`config.mk`:
```
export PLATFORM = sky130hd
export DESIGN_NAME = flux_pattern_generator
export DESIGN_NICKNAME = d
export VERILOG_FILES = /design/src/rtl/flux_gen_pkg.sv /design/src/rtl/flux_pattern_generator_lfsr16.sv /design/src/rtl/flux_pattern_generator.sv
export SDC_FILE = /design/constraint.sdc
export NUM_CORES = 1
export LEC_CHECK = 0
export ABC_AREA = 0
export ABC_CLOCK_PERIOD_IN_PS = 7100
export CORE_ASPECT_RATIO = 1.1
export CORE_MARGIN = 5
export CORE_UTILIZATION = 23
export DETAILED_ROUTE_END_ITERATION = 12
export DONT_BUFFER_PORTS = 1
export GPL_TIMING_DRIVEN = 0
export HOLD_SLACK_MARGIN = 0.05
export PLACE_DENSITY = 0.36
export SETUP_SLACK_MARGIN = 0.05
export SLEW_MARGIN = 10
export SYNTH_ARGS = -nofsm -noshare
export SYNTH_HDL_FRONTEND = slang
export SYNTH_HIERARCHICAL = 1
export SYNTH_SLANG_ARGS = --single-unit
```
`constraint.sdc`:
```
create_clock -name clk -period 7.1 [get_ports clk]
set_input_delay 1.775 -clock clk [delete_from_list [all_inputs] [get_ports clk]]
set_output_delay 1.775 -clock clk [all_outputs]
set_load 0.01 [all_outputs]
```
`src/rtl/flux_gen_pkg.sv`:
```
// ---------------------------------------------------------------------------
// flux_gen_pkg
// Shared definitions for the flux pattern generator and its LFSR helper:
// interval mode encodings, controller state enum, LFSR tap mask, the default
// minimum interval, and a single-step Galois LFSR function.
// ---------------------------------------------------------------------------
package flux_gen_pkg;

  localparam logic MODE_FIXED = 1'b0;
  localparam logic MODE_MFM   = 1'b1;

  typedef enum logic [1:0] {
    IDLE = 2'd0,
    LOAD = 2'd1,
    RUN  = 2'd2,
    DONE = 2'd3
  } state_t;

  // Galois form of x^16+x^14+x^13+x^11+1 for a right-shifting register
  localparam logic [15:0] LFSR_TAPS = 16'hB400;

  localparam int unsigned DEFAULT_MIN_WIDTH = 2;

  function automatic logic [15:0] lfsr_next(input logic [15:0] s);
    lfsr_next = s[0] ? ((s >> 1) ^ LFSR_TAPS) : (s >> 1);
  endfunction

endpackage

```
`src/rtl/flux_pattern_generator_lfsr16.sv`:
```
// ---------------------------------------------------------------------------
// lfsr16
// 16-bit Galois LFSR with synchronous seed load and step enable.
// Ports:
//   clk     - clock
//   reset_n - asynchronous active-low reset (state returns to SEED)
//   load    - reload SEED (wins over step)
//   step    - advance one position
//   state   - current register value
// ---------------------------------------------------------------------------
module lfsr16
  import flux_gen_pkg::*;
#(
  parameter logic [15:0] SEED = 16'hACE1
) (
  input  logic        clk,
  input  logic        reset_n,
  input  logic        load,
  input  logic        step,
  output logic [15:0] state
);

  logic [15:0] state_q;
  logic [15:0] state_d;

  always_comb begin
    state_d = state_q;
    if (load) begin
      state_d = SEED;
    end else if (step) begin
      state_d = lfsr_next(state_q);
    end
  end

  always_ff @(posedge clk or negedge reset_n) begin
    if (!reset_n) begin
      state_q <= SEED;
    end else begin
      state_q <= state_d;
    end
  end

  assign state = state_q;

endmodule

```
`src/rtl/flux_pattern_generator.sv`:
```
// ---------------------------------------------------------------------------
// flux_pattern_generator
// Loopback stimulus source: emits a toggling data stream whose edge-to-edge
// intervals are fixed or MFM-like, with periodic runt and gap intervals and
// optional LFSR jitter on nominal intervals.
// Ports:
//   clk, reset_n           - HDD-domain clock, async active-low reset
//   enable                 - freezes all state when low (abort still acts)
//   start / abort          - run control (abort wins)
//   mode, base_width       - nominal interval selection
//   jitter_bits            - width of LFSR jitter added to nominal intervals
//   runt_every/runt_width  - every Nth interval replaced by a runt
//   gap_every/gap_width    - every Nth interval replaced by a long gap
//   pulse_limit            - toggles to emit (0 = run forever)
//   data_out, busy, done   - stream and status
//   pulses_sent, runts_sent, gaps_sent - saturating statistics
// ---------------------------------------------------------------------------
module flux_pattern_generator
  import flux_gen_pkg::*;
#(
  parameter logic [15:0] LFSR_SEED = 16'hACE1,
  parameter int unsigned MIN_WIDTH = DEFAULT_MIN_WIDTH
) (
  input  logic        clk,
  input  logic        reset_n,
  input  logic        enable,
  input  logic        start,
  input  logic        abort,
  input  logic        mode,
  input  logic [15:0] base_width,
  input  logic [2:0]  jitter_bits,
  input  logic [7:0]  runt_every,
  input  logic [15:0] runt_width,
  input  logic [7:0]  gap_every,
  input  logic [15:0] gap_width,
  input  logic [15:0] pulse_limit,
  output logic        data_out,
  output logic        busy,
  output logic        done,
  output logic [15:0] pulses_sent,
  output logic [7:0]  runts_sent,
  output logic [7:0]  gaps_sent
);

  localparam logic [15:0] MIN_W = 16'(MIN_WIDTH);

  state_t      state_q, state_d;
  logic [15:0] cnt_q, cnt_d;
  logic        data_q, data_d;
  logic        done_q, done_d;
  logic [15:0] pulses_q, pulses_d;
  logic [7:0]  runts_q, runts_d;
  logic [7:0]  gaps_q, gaps_d;
  logic [7:0]  gap_left_q, gap_left_d;
  logic [7:0]  runt_left_q, runt_left_d;

  logic [15:0] lfsr;
  logic        lfsr_load;
  logic        lfsr_step;

  lfsr16 #(.SEED(LFSR_SEED)) u_lfsr (
    .clk     (clk),
    .reset_n (reset_n),
    .load    (lfsr_load),
    .step    (lfsr_step),
    .state   (lfsr)
  );

  // Interval for the current pulse index. The runt modulo counter advances on
  // every index even when a gap overrides it, so runts stay index-aligned.
  logic        gap_due, runt_hit, runt_due;
  logic [17:0] base18, nominal;
  logic [7:0]  jit_mask;
  logic [18:0] nominal_jit;
  logic [15:0] w_raw, w_next;

  always_comb begin
    gap_due  = (gap_every != 8'd0) && (gap_left_q == 8'd1);
    runt_hit = (runt_every != 8'd0) && (runt_left_q == 8'd1);
    runt_due = runt_hit && !gap_due;

    base18 = {2'b00, base_width};
    if (mode == MODE_MFM) begin
      case (lfsr[1:0])
        2'b00:   nominal = base18 << 1;
        2'b10:   nominal = base18 << 2;
        default: nominal = (base18 << 1) + base18;
      endcase
    end else begin
      nominal = base18;
    end

    // A 3-bit field cannot exceed 7, so the mask tops out at 7 bits
    jit_mask    = 8'hFF >> (4'd8 - {1'b0, jitter_bits});
    nominal_jit = {1'b0, nominal} + {11'd0, lfsr[15:8] & jit_mask};

    if (gap_due) begin
      w_raw = gap_width;
    end else if (runt_due) begin
      w_raw = runt_width;
    end else if (nominal_jit > 19'h0FFFF) begin
      w_raw = 16'hFFFF;
    end else begin
      w_raw = nominal_jit[15:0];
    end

    w_next = (w_raw < MIN_W) ? MIN_W : w_raw;
  end

  // Control: start/abort handling, interval countdown and toggle bookkeeping
  logic        take_interval;
  logic [15:0] pulses_inc;

  always_comb begin
    state_d       = state_q;
    cnt_d         = cnt_q;
    data_d        = data_q;
    done_d        = done_q;
    pulses_d      = pulses_q;
    runts_d       = runts_q;
    gaps_d        = gaps_q;
    gap_left_d    = gap_left_q;
    runt_left_d   = runt_left_q;
    lfsr_load     = 1'b0;
    lfsr_step     = 1'b0;
    take_interval = 1'b0;
    pulses_inc    = (pulses_q == 16'hFFFF) ? pulses_q : pulses_q + 16'd1;

    if (abort) begin
      state_d = IDLE;
      done_d  = 1'b0;
    end else if (enable) begin
      done_d = 1'b0;
      case (state_q)
        IDLE, DONE: begin
          if (start) begin
            state_d     = LOAD;
            pulses_d    = 16'd0;
            runts_d     = 8'd0;
            gaps_d      = 8'd0;
            gap_left_d  = gap_every;
            runt_left_d = runt_every;
            lfsr_load   = 1'b1;
          end
        end
        LOAD: begin
          state_d       = RUN;
          take_interval = 1'b1;
        end
        RUN: begin
          if (cnt_q <= 16'd1) begin
            data_d   = ~data_q;
            pulses_d = pulses_inc;
            if ((pulse_limit != 16'd0) && (pulses_inc == pulse_limit)) begin
              state_d = DONE;
              done_d  = 1'b1;
            end else begin
              take_interval = 1'b1;
            end
          end else begin
            cnt_d = cnt_q - 16'd1;
          end
        end
        default: state_d = IDLE;
      endcase

      if (take_interval) begin
        cnt_d       = w_next;
        lfsr_step   = 1'b1;
        gap_left_d  = (gap_left_q <= 8'd1) ? gap_every : gap_left_q - 8'd1;
        runt_left_d = (runt_left_q <= 8'd1) ? runt_every : runt_left_q - 8'd1;
        if (gap_due && (gaps_q != 8'hFF)) begin
          gaps_d = gaps_q + 8'd1;
        end
        if (runt_due && (runts_q != 8'hFF)) begin
          runts_d = runts_q + 8'd1;
        end
      end
    end
  end

  always_ff @(posedge clk or negedge reset_n) begin
    if (!reset_n) begin
      state_q     <= IDLE;
      cnt_q       <= 16'd0;
      data_q      <= 1'b0;
      done_q      <= 1'b0;
      pulses_q    <= 16'd0;
      runts_q     <= 8'd0;
      gaps_q      <= 8'd0;
      gap_left_q  <= 8'd0;
      runt_left_q <= 8'd0;
    end else begin
      state_q     <= state_d;
      cnt_q       <= cnt_d;
      data_q      <= data_d;
      done_q      <= done_d;
      pulses_q    <= pulses_d;
      runts_q     <= runts_d;
      gaps_q      <= gaps_d;
      gap_left_q  <= gap_left_d;
      runt_left_q <= runt_left_d;
    end
  end

  assign data_out    = data_q;
  assign busy        = (state_q == LOAD) || (state_q == RUN);
  assign done        = done_q;
  assign pulses_sent = pulses_q;
  assign runts_sent  = runts_q;
  assign gaps_sent   = gaps_q;

endmodule

```
==> flow_summary.yaml <==
status:
  status: "completed"
placed_design:
  port_buffers: 0
  gp_congestion: 0.815
  dpl-instance-area_mm2: 0.00889
  dp_hpwl_mm: 23.8
synthesis:
  avgSynthCellArea_um2: 7.86
  synth_area_leaders: "dfrtp_1, o21ai_0, a21oi_1"
  synthDistinctLibCells: 100
  yosysSeqAreaShare_pct: 25.5
  synth_area_mm2: 0.00828
  synth_nets: 1183
  yosysWarnings: 6
  synth_seq_cells: 84
  synthCells: 1054
  async_flop_share_pct: 100
  ys.flop_type: "dfrtp_1"
  synth_top_cell_area_share_pct: 23.0
  synth_top_area_cell: "dfrtp_1"
  synth_edf_count: 0
setup_path:
  regToRegSetupSlack_ps: 1180
  critPathArrivalTime_ps: 6660
  timing.critical_path.slowest_cell_delay_ps: 550
  criticalPathCategory: "in -> reg"
  end_kind: "register"
  cpMostUsedCell: "a21oi_1"
  path_max_fanout: 10
  start_kind: "primary input"
  crit_slowest_cell: "or4b_1"
  required_ps: 7350
  path_cells: "buf_2 -> clkbuf_1 -> buf_1 -> o211ai_1 -> o21ai_0 -> ha_1 -> a21oi_1 -> o21ai_0 -> o21ai_0 -> a21oi_1 -> o21ai_1 -> nor2_1 -> a21oi_1 -> a21oi_1 -> or4_1 -> nand4b_1 -> or4b_1 -> o21ba_1"
sta:
  drv_slew: 0
  tns_ps: 0
  finalCritPeriodShare_pct: 90.3
  clock.fmax_mhz: 156
  slew-limit-headroom_pct: 33.7
  setup_viol: 0
  worstMarginPinSlew_ps: 984
  rsz0062_at_grt: "no"
  final.setup_skew_ps: 10.8
  fin_crit_ps: 6410
  final_hold_viol_count: 0
die:
  fp.dieH_um: 209
  fp.dieArea_mm2: 0.0399
  rows: 73
  initial_core_util_pct: 23.1
  pin_count: 124
  core_region_area_mm2: 0.0359
  dieWidth_um: 191
finish:
  areaGrowthSynthToFinish_pct: 11.1
  drive_gt1_share_pct: 10.3
  layout_commonest_cell: "o21ai_0"
  stdcell_area_mm2: 0.00920
  nNetsFinal: 1194
  most-common-layout-cells: "o21ai_0, a21oi_1, nor2_1"
  fillCellCount: 4011
power_and_ir_drop:
  p_leak_uw: 0.00346
  totalPowerFinal_uw: 1970
  p_per_area_mw_per_mm2: 214
  power_frac_comb_pct: 39.2
  ir_drop_v: 0.000119
  switchingPower_uw: 796
  intPower_uw: 1170
  seq_power_share_pct: 34.6
  clockPowerShare_pct: 26.2
  sw_frac_of_total_pct: 40.5
route:
  vias: 7974
  avgRoutedWirePerCell_um: 19.4
  ant_nets: 0
  dr.pass1.iters: 5
  routed_wl_mm: 30.3
  drtIter0Drc: 374
  via_per_inst: 5.11
  drc: 0
clock_network:
  cts_setup_buffers: 0
  numCtsBuffers: 9
  root_buffer: "clkbuf_16"
  cts_resized: 0
  htree_levels: 3
  cts_buffer_depth: 2
  clk_pin_slew_ps: 70
  cts.sinks: 84
  cts_tree: "done"
  postCtsHoldBufs: 0
  clk_latency_ps: 360
global_routing:
  grt_usage_pct: 14.9
  grt_pass1_wl_mm: 47.0
  antenna_found_initial: 8
  gr-total-overflow: 0
  grt_max_degree: 85
  grt_pass1_vias: 7876
hold_path:
  min_path_type: "reg -> reg"
flow_run:
  max_cap_viol_count: 0
==> metrics by stage <==
step	setup WS, ps	util, %	instances	hold WS (ps)
finish	689	25.6	1559	499
global route	373	25.6	1559	513
CTS	733	25.6	1557	498
detailed placement	351	24.8	1541	481
global placement	303	24.8	1541	486
floorplan	1100	-	1054	457
==> metal layers <==
layer  part of all wire (%)  track usage (%)
met3                    6.1             4.59
met1                     47             20.0
met2                     45             23.7
met4                    1.7             3.44
met5                   0.23                0
==> cell usage after synthesis (21+ instances only) <==
library cell	n
nor3_1	37
a21oi_1	102
ha_1	38
dfrtp_1	76
mux2i_1	25
nand3_1	40
o21ai_0	117
xnor2_1	28
nor2_1	99
inv_1	38
clkbuf_1	21
nand2_1	87
==> final cells by class <==
type                            instances  area, um2  share of cell area [%]
Multi-Input combinational cell        881       5690                    61.8
Sequential cell                        84       2110                    22.9
Tap cell                              487        609                    6.62
Buffer                                 51        340                    3.70
Clock buffer                            9        225                    2.45
Inverter                               38        143                    1.55
Clock inverter                          7       81.3                   0.884
Antenna cell                            2       5.00                  0.0544
==> logic make-up after synthesis <==
family / count (synthesis) / share of synthesized area [%]
mux: 32 / 4.03
simple gates: 393 / 24.5
compound gates: 375 / 29.6
buf+inv: 89 / 5.83
fa+ha+maj: 40 / 6.22
xor+xnor: 41 / 4.34
flops: 84 / 25.5
==> flip-flops by register name, indices dropped and copies added, names as in the netlist <==
signal,cells
cnt_q,16
data_out,1
done,1
gap_left_q,8
gaps_sent,8
pulses_sent,16
runt_left_q,8
runts_sent,8
state_q,2
u_lfsr/state,16
==> path summary, 6_finish.rpt <==
path	end	from	depth (start not counted)
setup / recovery	cnt_q[0]	mode	18
hold / removal	gap_left_q[6]	gap_left_q[6]	1
setup reg to reg	cnt_q[0]	u_lfsr/state[0]	20
hold reg to reg	gap_left_q[6]	gap_left_q[6]	1
max in group asynchronous	u_lfsr/state[5]	reset_n	0
min in group asynchronous	pulses_sent[11]	reset_n	0
==> worst max-delay path, delay by kind of cell <==
| kind | cells | cell delay, ps |
|---|---|---|
| AO/OA/AOI/OAI | 10 | 2040 |
| adder cells (fa/ha/maj) | 1 | 340 |
| buffers and inverters | 3 | 1030 |
| AND/OR/NAND/NOR | 4 | 1450 |
==> power by group through the flow <==
stage | registers (uW) | logic, uW | clock network [uW]
6_report | 680 | 772 | 516
4_1_cts | 679 | 777 | 540
3_5_place_dp | 687 | 774 | 0
5_1_grt | 696 | 871 | 558
2_1_floorplan | 658 | 597 | 0
3_3_place_gp | 691 | 777 | 0
Note: power is estimated with default switching activity, not from simulation.
